==> config.mk <==
export PLATFORM = sky130hd
export DESIGN_NAME = trap_csr_unit
export DESIGN_NICKNAME = d
export VERILOG_FILES = /design/src/rtl/trap_csr_unit.sv
export SDC_FILE = /design/constraint.sdc
export NUM_CORES = 1
export LEC_CHECK = 0
export CAP_MARGIN = 10
export CORE_MARGIN = 2
export CORE_UTILIZATION = 37
export DETAILED_ROUTE_END_ITERATION = 7
export DONT_BUFFER_PORTS = 1
export HOLD_SLACK_MARGIN = 0.03
export REMOVE_ABC_BUFFERS = 1
export SYNTH_ARGS = -nofsm -noshare
export SYNTH_HDL_FRONTEND = slang
export SYNTH_SLANG_ARGS = --single-unit
==> constraint.sdc <==
create_clock -name clk -period 8.7 [get_ports clk]
set_input_delay 1.74 -clock clk [delete_from_list [all_inputs] [get_ports clk]]
set_output_delay 1.74 -clock clk [all_outputs]
set_load 0.005 [all_outputs]
==> src/rtl/trap_csr_unit.sv <==
// ============================================================================
// trap_csr_unit : machine-mode trap, interrupt and Zicsr CSR unit.
// Optional 64-bit mcycle counter when MCYCLE_COUNTER_EN is defined.
// Revision: 1.0
// ============================================================================
`default_nettype none

module trap_csr_unit #(
    parameter int              XLEN        = 32,
    parameter int              NUM_IRQ     = 4,
    parameter logic [XLEN-1:0] MTVEC_RESET = '0
) (
    input  logic               clk,
    input  logic               reset,
    input  logic               Di_valid,
    input  logic [XLEN-1:0]    Di_PC,
    input  logic               Di_ecall,
    input  logic               Di_ebreak,
    input  logic               Di_illegal,
    input  logic               Di_mret,
    input  logic [1:0]         Di_csrOp,
    input  logic [11:0]        Di_csrAddr,
    input  logic [XLEN-1:0]    Di_csrWdata,
    input  logic [NUM_IRQ-1:0] Di_irq,
    output logic               Do_trap,
    output logic [XLEN-1:0]    Do_mtvecTarget,
    output logic [XLEN-1:0]    Do_mepc,
    output logic [XLEN-1:0]    Do_csrRdata,
    output logic               Do_csrIllegal
);

    localparam logic [11:0] c_ADDR_MSTATUS  = 12'h300;
    localparam logic [11:0] c_ADDR_MIE      = 12'h304;
    localparam logic [11:0] c_ADDR_MTVEC    = 12'h305;
    localparam logic [11:0] c_ADDR_MSCRATCH = 12'h340;
    localparam logic [11:0] c_ADDR_MEPC     = 12'h341;
    localparam logic [11:0] c_ADDR_MCAUSE   = 12'h342;
    localparam logic [11:0] c_ADDR_MIP      = 12'h344;
`ifdef MCYCLE_COUNTER_EN
    localparam logic [11:0] c_ADDR_MCYCLE   = 12'hB00;
    localparam logic [11:0] c_ADDR_MCYCLEH  = 12'hB80;
`endif

    logic [NUM_IRQ-1:0] r_irq_s1, r_irq_s2, r_mie_en;
    logic               r_mstatus_mie, r_mstatus_mpie;
    logic [XLEN-1:0]    r_mtvec, r_mscratch, r_mepc, r_mcause;
`ifdef MCYCLE_COUNTER_EN
    logic [63:0]        r_mcycle;
`endif

    logic [NUM_IRQ-1:0] w_pend;
    logic               w_irq_take, w_exc, w_trap, w_impl, w_csr_we;
    logic [4:0]         w_irq_idx, w_irq_code;
    logic [XLEN-1:0]    w_cause, w_base, w_target, w_rdata, w_new;

    // Trap selection and target; the lowest-numbered enabled pending line wins.
    always_comb begin
        w_pend     = r_irq_s2 & r_mie_en;
        w_irq_take = r_mstatus_mie & (|w_pend);
        w_irq_idx  = '0;
        for (int i = NUM_IRQ - 1; i >= 0; i--) begin
            if (w_pend[i]) w_irq_idx = 5'(i);
        end
        w_irq_code = 5'd16 + w_irq_idx;
        w_exc      = Di_illegal | Di_ebreak | Di_ecall;
        w_trap     = Di_valid & (w_exc | w_irq_take);
        w_cause    = '0;
        if (Di_illegal)      w_cause = XLEN'(2);
        else if (Di_ebreak)  w_cause = XLEN'(3);
        else if (Di_ecall)   w_cause = XLEN'(11);
        else begin
            w_cause[XLEN-1] = 1'b1;
            w_cause[4:0]    = w_irq_code;
        end
        w_base   = r_mtvec & ~XLEN'(3);
        w_target = w_base;
        if (!w_exc && w_irq_take && r_mtvec[0])
            w_target = w_base + XLEN'({w_irq_code, 2'b00});
    end

    // CSR read mux and read-modify-write value.
    always_comb begin
        w_rdata = '0;
        w_impl  = 1'b1;
        case (Di_csrAddr)
            c_ADDR_MSTATUS: begin
                w_rdata[3] = r_mstatus_mie;
                w_rdata[7] = r_mstatus_mpie;
            end
            c_ADDR_MIE:      w_rdata[16 +: NUM_IRQ] = r_mie_en;
            c_ADDR_MTVEC:    w_rdata = r_mtvec;
            c_ADDR_MSCRATCH: w_rdata = r_mscratch;
            c_ADDR_MEPC:     w_rdata = r_mepc;
            c_ADDR_MCAUSE:   w_rdata = r_mcause;
            c_ADDR_MIP:      w_rdata[16 +: NUM_IRQ] = r_irq_s2;
`ifdef MCYCLE_COUNTER_EN
            c_ADDR_MCYCLE:   w_rdata = XLEN'(r_mcycle[31:0]);
            c_ADDR_MCYCLEH:  w_rdata = XLEN'(r_mcycle[63:32]);
`endif
            default:         w_impl  = 1'b0;
        endcase
        case (Di_csrOp)
            2'b01:   w_new = Di_csrWdata;
            2'b10:   w_new = w_rdata | Di_csrWdata;
            2'b11:   w_new = w_rdata & ~Di_csrWdata;
            default: w_new = w_rdata;
        endcase
        w_csr_we = Di_valid && (Di_csrOp != 2'b00) && w_impl && !w_trap;
    end

    // Outputs are held at their reset values while reset is asserted.
    assign Do_trap        = w_trap & ~reset;
    assign Do_mtvecTarget = reset ? MTVEC_RESET : w_target;
    assign Do_mepc        = r_mepc;
    assign Do_csrRdata    = reset ? '0 : w_rdata;
    assign Do_csrIllegal  = ~reset & (Di_csrOp != 2'b00) & ~w_impl;

    always_ff @(posedge clk or posedge reset) begin
        if (reset) begin
            r_irq_s1       <= '0;
            r_irq_s2       <= '0;
            r_mie_en       <= '0;
            r_mstatus_mie  <= 1'b0;
            r_mstatus_mpie <= 1'b1;
            r_mtvec        <= MTVEC_RESET;
            r_mscratch     <= '0;
            r_mepc         <= '0;
            r_mcause       <= '0;
        end else begin
            r_irq_s1 <= Di_irq;
            r_irq_s2 <= r_irq_s1;
            if (w_trap) begin
                r_mepc         <= Di_PC & ~XLEN'(3);
                r_mcause       <= w_cause;
                r_mstatus_mpie <= r_mstatus_mie;
                r_mstatus_mie  <= 1'b0;
            end else begin
                if (Di_valid && Di_mret) begin
                    r_mstatus_mie  <= r_mstatus_mpie;
                    r_mstatus_mpie <= 1'b1;
                end
                if (w_csr_we) begin
                    case (Di_csrAddr)
                        c_ADDR_MSTATUS: begin
                            r_mstatus_mie  <= w_new[3];
                            r_mstatus_mpie <= w_new[7];
                        end
                        c_ADDR_MIE:      r_mie_en   <= w_new[16 +: NUM_IRQ];
                        c_ADDR_MTVEC:    r_mtvec    <= w_new & ~XLEN'(2);
                        c_ADDR_MSCRATCH: r_mscratch <= w_new;
                        c_ADDR_MEPC:     r_mepc     <= w_new & ~XLEN'(3);
                        c_ADDR_MCAUSE:   r_mcause   <= w_new;
                        default: ;
                    endcase
                end
            end
        end
    end

`ifdef MCYCLE_COUNTER_EN
    // A software write to either half replaces the increment for that cycle.
    always_ff @(posedge clk or posedge reset) begin
        if (reset) begin
            r_mcycle <= '0;
        end else if (w_csr_we && Di_csrAddr == c_ADDR_MCYCLE) begin
            r_mcycle[31:0] <= w_new[31:0];
        end else if (w_csr_we && Di_csrAddr == c_ADDR_MCYCLEH) begin
            r_mcycle[63:32] <= w_new[31:0];
        end else begin
            r_mcycle <= r_mcycle + 64'd1;
        end
    end
`endif

endmodule

`default_nettype wire

==> results of run 1 <==
kinds of logic after synthesis:
group           count (synthesis)
fa+ha+maj                       3
buf+inv                        80
flops                         139
mux                            43
simple gates                  340
compound gates                280
other cells                     1
xor+xnor                       59
how the worst max path moves through the flow:
| stage | from | endpoint | slack [ns] | cells past startpoint |
|---|---|---|---|---|
| global route | Di_illegal | Do_mtvecTarget[31] | 2.89 | 6 |
| finish | Di_illegal | Do_mtvecTarget[31] | 3.14 | 6 |
| global placement | Di_illegal | Do_mtvecTarget[31] | 3.09 | 6 |
| detailed placement | Di_illegal | Do_mtvecTarget[31] | 3.09 | 6 |
| floorplan | reset | Do_csrRdata[1] | 0.86 | 3 |
| CTS | Di_illegal | Do_mtvecTarget[31] | 3.09 | 6 |
cells in the mapped netlist, drive strengths merged, types with 22 or more instances:
library cell / count / share of area
a21o: 24 / 0.022
a21oi: 40 / 0.024
a22oi: 31 / 0.028
and2: 23 / 0.017
clkbuf: 59 / 0.027
dfrtp: 138 / 0.42
mux2: 29 / 0.040
nand2: 165 / 0.076
nand3: 36 / 0.022
nor2: 48 / 0.022
o21ai: 114 / 0.069
o2bb2ai: 22 / 0.023
xnor2: 38 / 0.040
cell usage in the layout, fill, tap and decap left out, types with 3 or more instances in the layout:
master	n
a21oi_1	40
xor2_1	21
a21o_1	24
and2_1	23
buf_4	11
nor2_1	47
or3_1	3
nor4_1	3
a22oi_1	31
nand3b_1	7
conb_1	4
clkbuf_1	4
clkinv_2	5
a221o_1	4
nor3_1	8
a22o_1	9
nand2_1	163
a31oi_1	3
o2bb2ai_1	22
nand3_1	35
clkbuf_16	17
o21ai_0	100
nand4_1	5
o211ai_1	21
nor2b_1	11
mux2_2	27
xnor2_1	38
and3_1	16
o21ai_1	13
dfrtp_1	138
and4_1	3
mux2i_1	14
critical path, stage by stage:
cell and delay (ns):
nor3_1 0.38, nand2_1 0.23, nor4_1 0.78, nand3_1 0.30, xor2_1 0.23, nor2_1 0.15
per-layer routing:
layer	wire [um]	track usage	share of wire
met3	1780	0.0525	0.067
met4	384	0.0556	0.014
met1	12000	0.312	0.45
met5	0	0	0
met2	12300	0.366	0.46
power breakdown:
part	switching (mW)	internal (mW)
clock network	0.282	0.404
logic	0.0750	0.0469
registers	0.0196	0.667
area by class of cell:
class	instances	area, um2
multi-input combinational	729	4460
sequential	139	3480
tap	280	350
fill	2170	12900
clock buffer	23	468
timing repair buffer	11	82.6
inverter	3	16.3
clock inverter	8	70.1
stage by stage:
| step | instance area (um2) | setup WS, ns |
|---|---|---|
| finish | 8930 | 3.14 |
| global placement | 8390 | 3.09 |
| global route | 8930 | 2.89 |
| CTS | 8930 | 3.09 |
| detailed placement | 8390 | 3.09 |
| floorplan | 7920 | 0.857 |
registers in the layout, indices dropped and copies added, names as in the netlist:
| name | flops |
|---|---|
| r_mie_en | 4 |
| r_mtvec | 31 |
| Do_mepc | 30 |
| r_mcause | 32 |
| r_mscratch | 32 |
| r_mstatus_mie | 1 |
| r_irq_s1 | 4 |
| r_mstatus_mpie | 1 |
| r_irq_s2 | 4 |
==> flow_metrics.env, run 1 <==
export IMPL_status="complete, no violations"
export IMPL_postLayoutCoreUtil=0.409
export IMPL_path_clk_slew_ns=0.06
export IMPL_ys_types=60
export IMPL_cts_buffer_depth=2
export IMPL_rsz0062_at_grt="no"
export IMPL_first_global_vias=6847
export IMPL_peakVddDrop_v=0.000104
export IMPL_grt_max_degree=72
export IMPL_grt_usage=0.228
export IMPL_path_class="primary input to output port"
export IMPL_hp_start="r_irq_s1[2]$_DFF_PP0_"
export IMPL_ctsResizeCount=0
export IMPL_numPortBuffers=0
export IMPL_ant_nets=0
export IMPL_antenna_cells=0
export IMPL_routed_wl_um=26500
export IMPL_vias=6885
export IMPL_htree_num_levels=4
export IMPL_period_needed_ns=5.56
export IMPL_synth_avg_cell_area_um2=8.70
export IMPL_routedWlPerCell_um=22.2
export IMPL_power_mw=1.49
export IMPL_reg2regPathDepth=7
export IMPL_synth_compound_area_frac=0.216
export IMPL_grt_overflow=0
export IMPL_yosys_area_share_simple=0.196
export IMPL_cp_required_ns=6.96
export IMPL_ys_flop_type="dfrtp_1"
export IMPL_min_path_type="flop to flop"
export IMPL_synth_fa_ha_area_frac=0.00548
export IMPL_cts_tree="yes"
export IMPL_numCtsBuffers=17
export IMPL_hpwlAfterDp_um=17100
export IMPL_fin_setup_tns_ns=0
export IMPL_critPathArrivalTime_ns=3.82
export IMPL_instances_no_fill=1193
export IMPL_layout_drive_gt1_share=0.0898
export IMPL_ios=187
export IMPL_synth_top_family_by_area="compound AO/OA/AOI/OAI gates"
export IMPL_synth_mux_area_frac=0.0568
export IMPL_dp_cells=1162
export IMPL_drc=0
export IMPL_crit_fanout=5
export IMPL_std_cell_rows=54
export IMPL_async_flop_share=1.00
export IMPL_finalHoldViolCount=0
export IMPL_cap_violations=0
export IMPL_antenna_found_initial=0
export IMPL_ys_warn_count=0
export IMPL_syn_area_um2=8220
export IMPL_fin_skew_ns=0.00835
export IMPL_ys_seq_area_frac=0.423
export IMPL_reg2reg_slack_ns=5.65
export IMPL_p_leak_nw=3.64
export IMPL_slew_headroom=0.252
export IMPL_grt_pass1_wl_um=41400
export IMPL_clock_latency_ns=0.42
export IMPL_finalWeightedCongestion=0.822
export IMPL_setup_viol=0
export IMPL_syn_inst=945
export IMPL_tightest_slew_ns=1.12
export IMPL_via_per_inst=5.77
export IMPL_finalCritPeriodShare=0.639
export IMPL_power_density_nw_per_um2=167
export IMPL_hold_depth=0
export IMPL_first_iter_violations=435
export IMPL_timing_rr_start="r_irq_s2[2]$_DFF_PP0_"
export IMPL_final_net_count=993
export IMPL_root_buffer="clkbuf_16"
export IMPL_die_w_um=153
export IMPL_synth_seq_cells=139
export IMPL_maxSlewViolCount=0
export IMPL_first_pass_iters=5
export IMPL_reg2reg_to="Do_mepc[29]$_DFFE_PP0P_"
export IMPL_hold_slack_ns=0.342
export IMPL_clock_sinks=139
export IMPL_synth_edf_count=0
export IMPL_whs_endpoint="r_irq_s2[2]$_DFF_PP0_"
export IMPL_initial_core_util=0.377
export IMPL_synth_xor_area_frac=0.0628
export IMPL_area_delta_synth_final_pct=8.55
export IMPL_fp_dieH_um=153
export IMPL_post_cts_buffers=0
export IMPL_core_area_um2=21800
export IMPL_max_freq_mhz=180
export IMPL_die_area_um2=23400
export IMPL_startpoint_type="primary input"
export IMPL_cts_hold_buf=0
export IMPL_crit_path_end_kind="output port"
Note: power is estimated with default switching activity, not from simulation.
==> run 2: changes to the inputs <==
clock period = 4.45 ns   (was 8.7 ns; I/O delays follow)
==> flow_metrics.env, run 2 (synthesis results as in run 1) <==
export IMPL_antenna_cells=0
export IMPL_postLayoutCoreUtil=0.418
export IMPL_fin_skew_ns=0.0126
export IMPL_die_area_um2=23400
export IMPL_final_net_count=1004
export IMPL_p_leak_nw=3.73
export IMPL_combPwrFrac=0.077
export IMPL_fillers=2166
export IMPL_min_path_type="primary input to asynchronous set/reset pin"
export IMPL_worst_slack_ns=0.302
export IMPL_finalHoldViolCount=0
export IMPL_layout_drive_gt1_share=0.103
export IMPL_hold_slack_ns=0.285
export IMPL_power_density_nw_per_um2=342
export IMPL_fin_area_um2=9120
export IMPL_cap_violations=0
export IMPL_numPortBuffers=0
export IMPL_slew_headroom=0.344
export IMPL_dp_cells=1173
export IMPL_clock_latency_ns=0.42
export IMPL_setup_viol=0
export IMPL_grt_max_degree=95
export IMPL_drc=0
export IMPL_grt_overflow=0
export IMPL_p_switching_mw=0.726
export IMPL_fp_dieH_um=153
export IMPL_startpoint_type="flop"
export IMPL_crit_path_end_kind="output port"
export IMPL_netSwitchingFraction=0.233
export IMPL_layout_area_seq_um2=3480
export IMPL_path_clk_slew_ns=0.06
export IMPL_fin_setup_tns_ns=0
export IMPL_layout_commonest_cell="nand2_1"
export IMPL_largestRegisters="r_mcause: 32 flops, r_mscratch: 32 flops, r_mtvec: 31 flops"
export IMPL_path_class="flop to output port"
export IMPL_routedWlPerCell_um=22.3
export IMPL_hpwlAfterDp_um=17900
export IMPL_instances_no_fill=1203
export IMPL_clock_sinks=139
export IMPL_period_needed_ns=4.15
export IMPL_critPathArrivalTime_ns=3.26
export IMPL_initial_core_util=0.377
export IMPL_timing_rr_start="r_mie_en[2]$_DFFE_PP0P_"
export IMPL_place_area_um2=8480
export IMPL_first_iter_violations=438
export IMPL_root_buffer="clkbuf_16"
export IMPL_die_w_um=153
export IMPL_grt_pass1_wl_um=41500
export IMPL_finalWeightedCongestion=0.825
export IMPL_first_pass_iters=5
export IMPL_area_delta_synth_final_pct=10.9
export IMPL_status="complete, no violations"
export IMPL_htree_num_levels=4
export IMPL_peakVddDrop_v=0.000200
export IMPL_numCtsBuffers=17
export IMPL_multiInputGateArea_um2=4470
export IMPL_ant_nets=0
export IMPL_max_freq_mhz=241
export IMPL_cts_buffer_depth=2
export IMPL_vias=6921
export IMPL_finalCritPeriodShare=0.932
export IMPL_core_area_um2=21800
export IMPL_ios=187
export IMPL_post_cts_buffers=0
export IMPL_crit_fanout=4
export IMPL_layout_common_cells="nand2_1 (163), dfrtp_1 (138), o21ai_0 (100)"
export IMPL_startpoint="r_mie_en[2]$_DFFE_PP0P_"
export IMPL_p_int_mw=2.39
export IMPL_dp_slack_ns=0.565
export IMPL_routed_wl_um=26900
export IMPL_via_per_inst=5.75
export IMPL_cts_tree="yes"
export IMPL_maxSlewViolCount=0
export IMPL_std_cell_rows=54
export IMPL_clkPwrFrac=0.492
export IMPL_antenna_found_initial=0
export IMPL_tightest_slew_ns=0.984
export IMPL_power_mw=3.12
export IMPL_rsz0062_at_grt="no"
export IMPL_cp_required_ns=3.56
export IMPL_power_sequential_fraction=0.430
export IMPL_first_global_vias=6849
export IMPL_grt_usage=0.231
## run 2: cell types whose count changed in the layout (fill, tap and decap cells not counted), moves of 2 or more
cell / delta
nor4_2: +2
clkbuf_8: +2
nor4_1: -2
clkinv_2: -5
buf_4: +10
bufinv_16: +3
## run 2: final timing paths
check | to | slack (ns) | cells past startpoint
worst max-delay path | Do_mtvecTarget[26] | 0.30 | 11
worst min-delay path | Do_mepc[5]$_DFFE_PP0P_ | 0.29 | 1
worst max register to register | r_mcause[13]$_DFFE_PP0P_ | 1.58 | 7
worst min register to register | r_irq_s2[3]$_DFF_PP0_ | 0.35 | 0
max in group asynchronous | r_mcause[13]$_DFFE_PP0P_ | 3.35 | 2
min in group clk | r_irq_s2[3]$_DFF_PP0_ | 0.35 | 0
## run 2: routing by layer
layer | wire length, um | GRT usage | share of wire
met4 | 596 | 0.0776 | 0.022
met5 | 0 | 0 | 0
met1 | 12100 | 0.308 | 0.45
met3 | 1770 | 0.0587 | 0.066
met2 | 12500 | 0.368 | 0.46
## run 2: repair_timing
item | in CTS | in global routing
setup endpoints to repair | 0 | 8
resized for setup | 0 | 3
hold buffers | 0 | 0
## run 2: area by class of cell
cell class,count,area share
inverter,3,0.00178
clock inverter,6,0.0148
multi-input combinational,729,0.490
sequential,139,0.382
clock buffer,24,0.0539
tap,280,0.0384
timing repair buffer,22,0.0195
## run 2: power by group through the flow
stage	clock (mW)	combinational [mW]	sequential (mW)
after global placement	0	0.240	1.36
after floorplan	0	0.175	1.35
after CTS	1.56	0.244	1.34
after global routing	1.61	0.269	1.35
after detailed placement	0	0.243	1.36
final	1.53	0.242	1.34
## run 2: worst max-delay path, cell delays in order, from the launching register on
cell and delay (ns):
dfrtp_1 0.40, nand2_1 0.07, a32oi_1 0.09, a21oi_1 0.35, ha_1 0.27, fa_1 0.23, a31o_2 0.18, nand3_1 0.23
nor4_2 0.46, nand4_1 0.16, xor2_1 0.16, nor2_1 0.21
==> run 3: changes to the inputs <==
ABC_CLOCK_PERIOD_IN_PS = 4450   (was unset)
==> results of run 3 <==
Same layout as run 2: the final DEF is identical, and so are final timing and power.
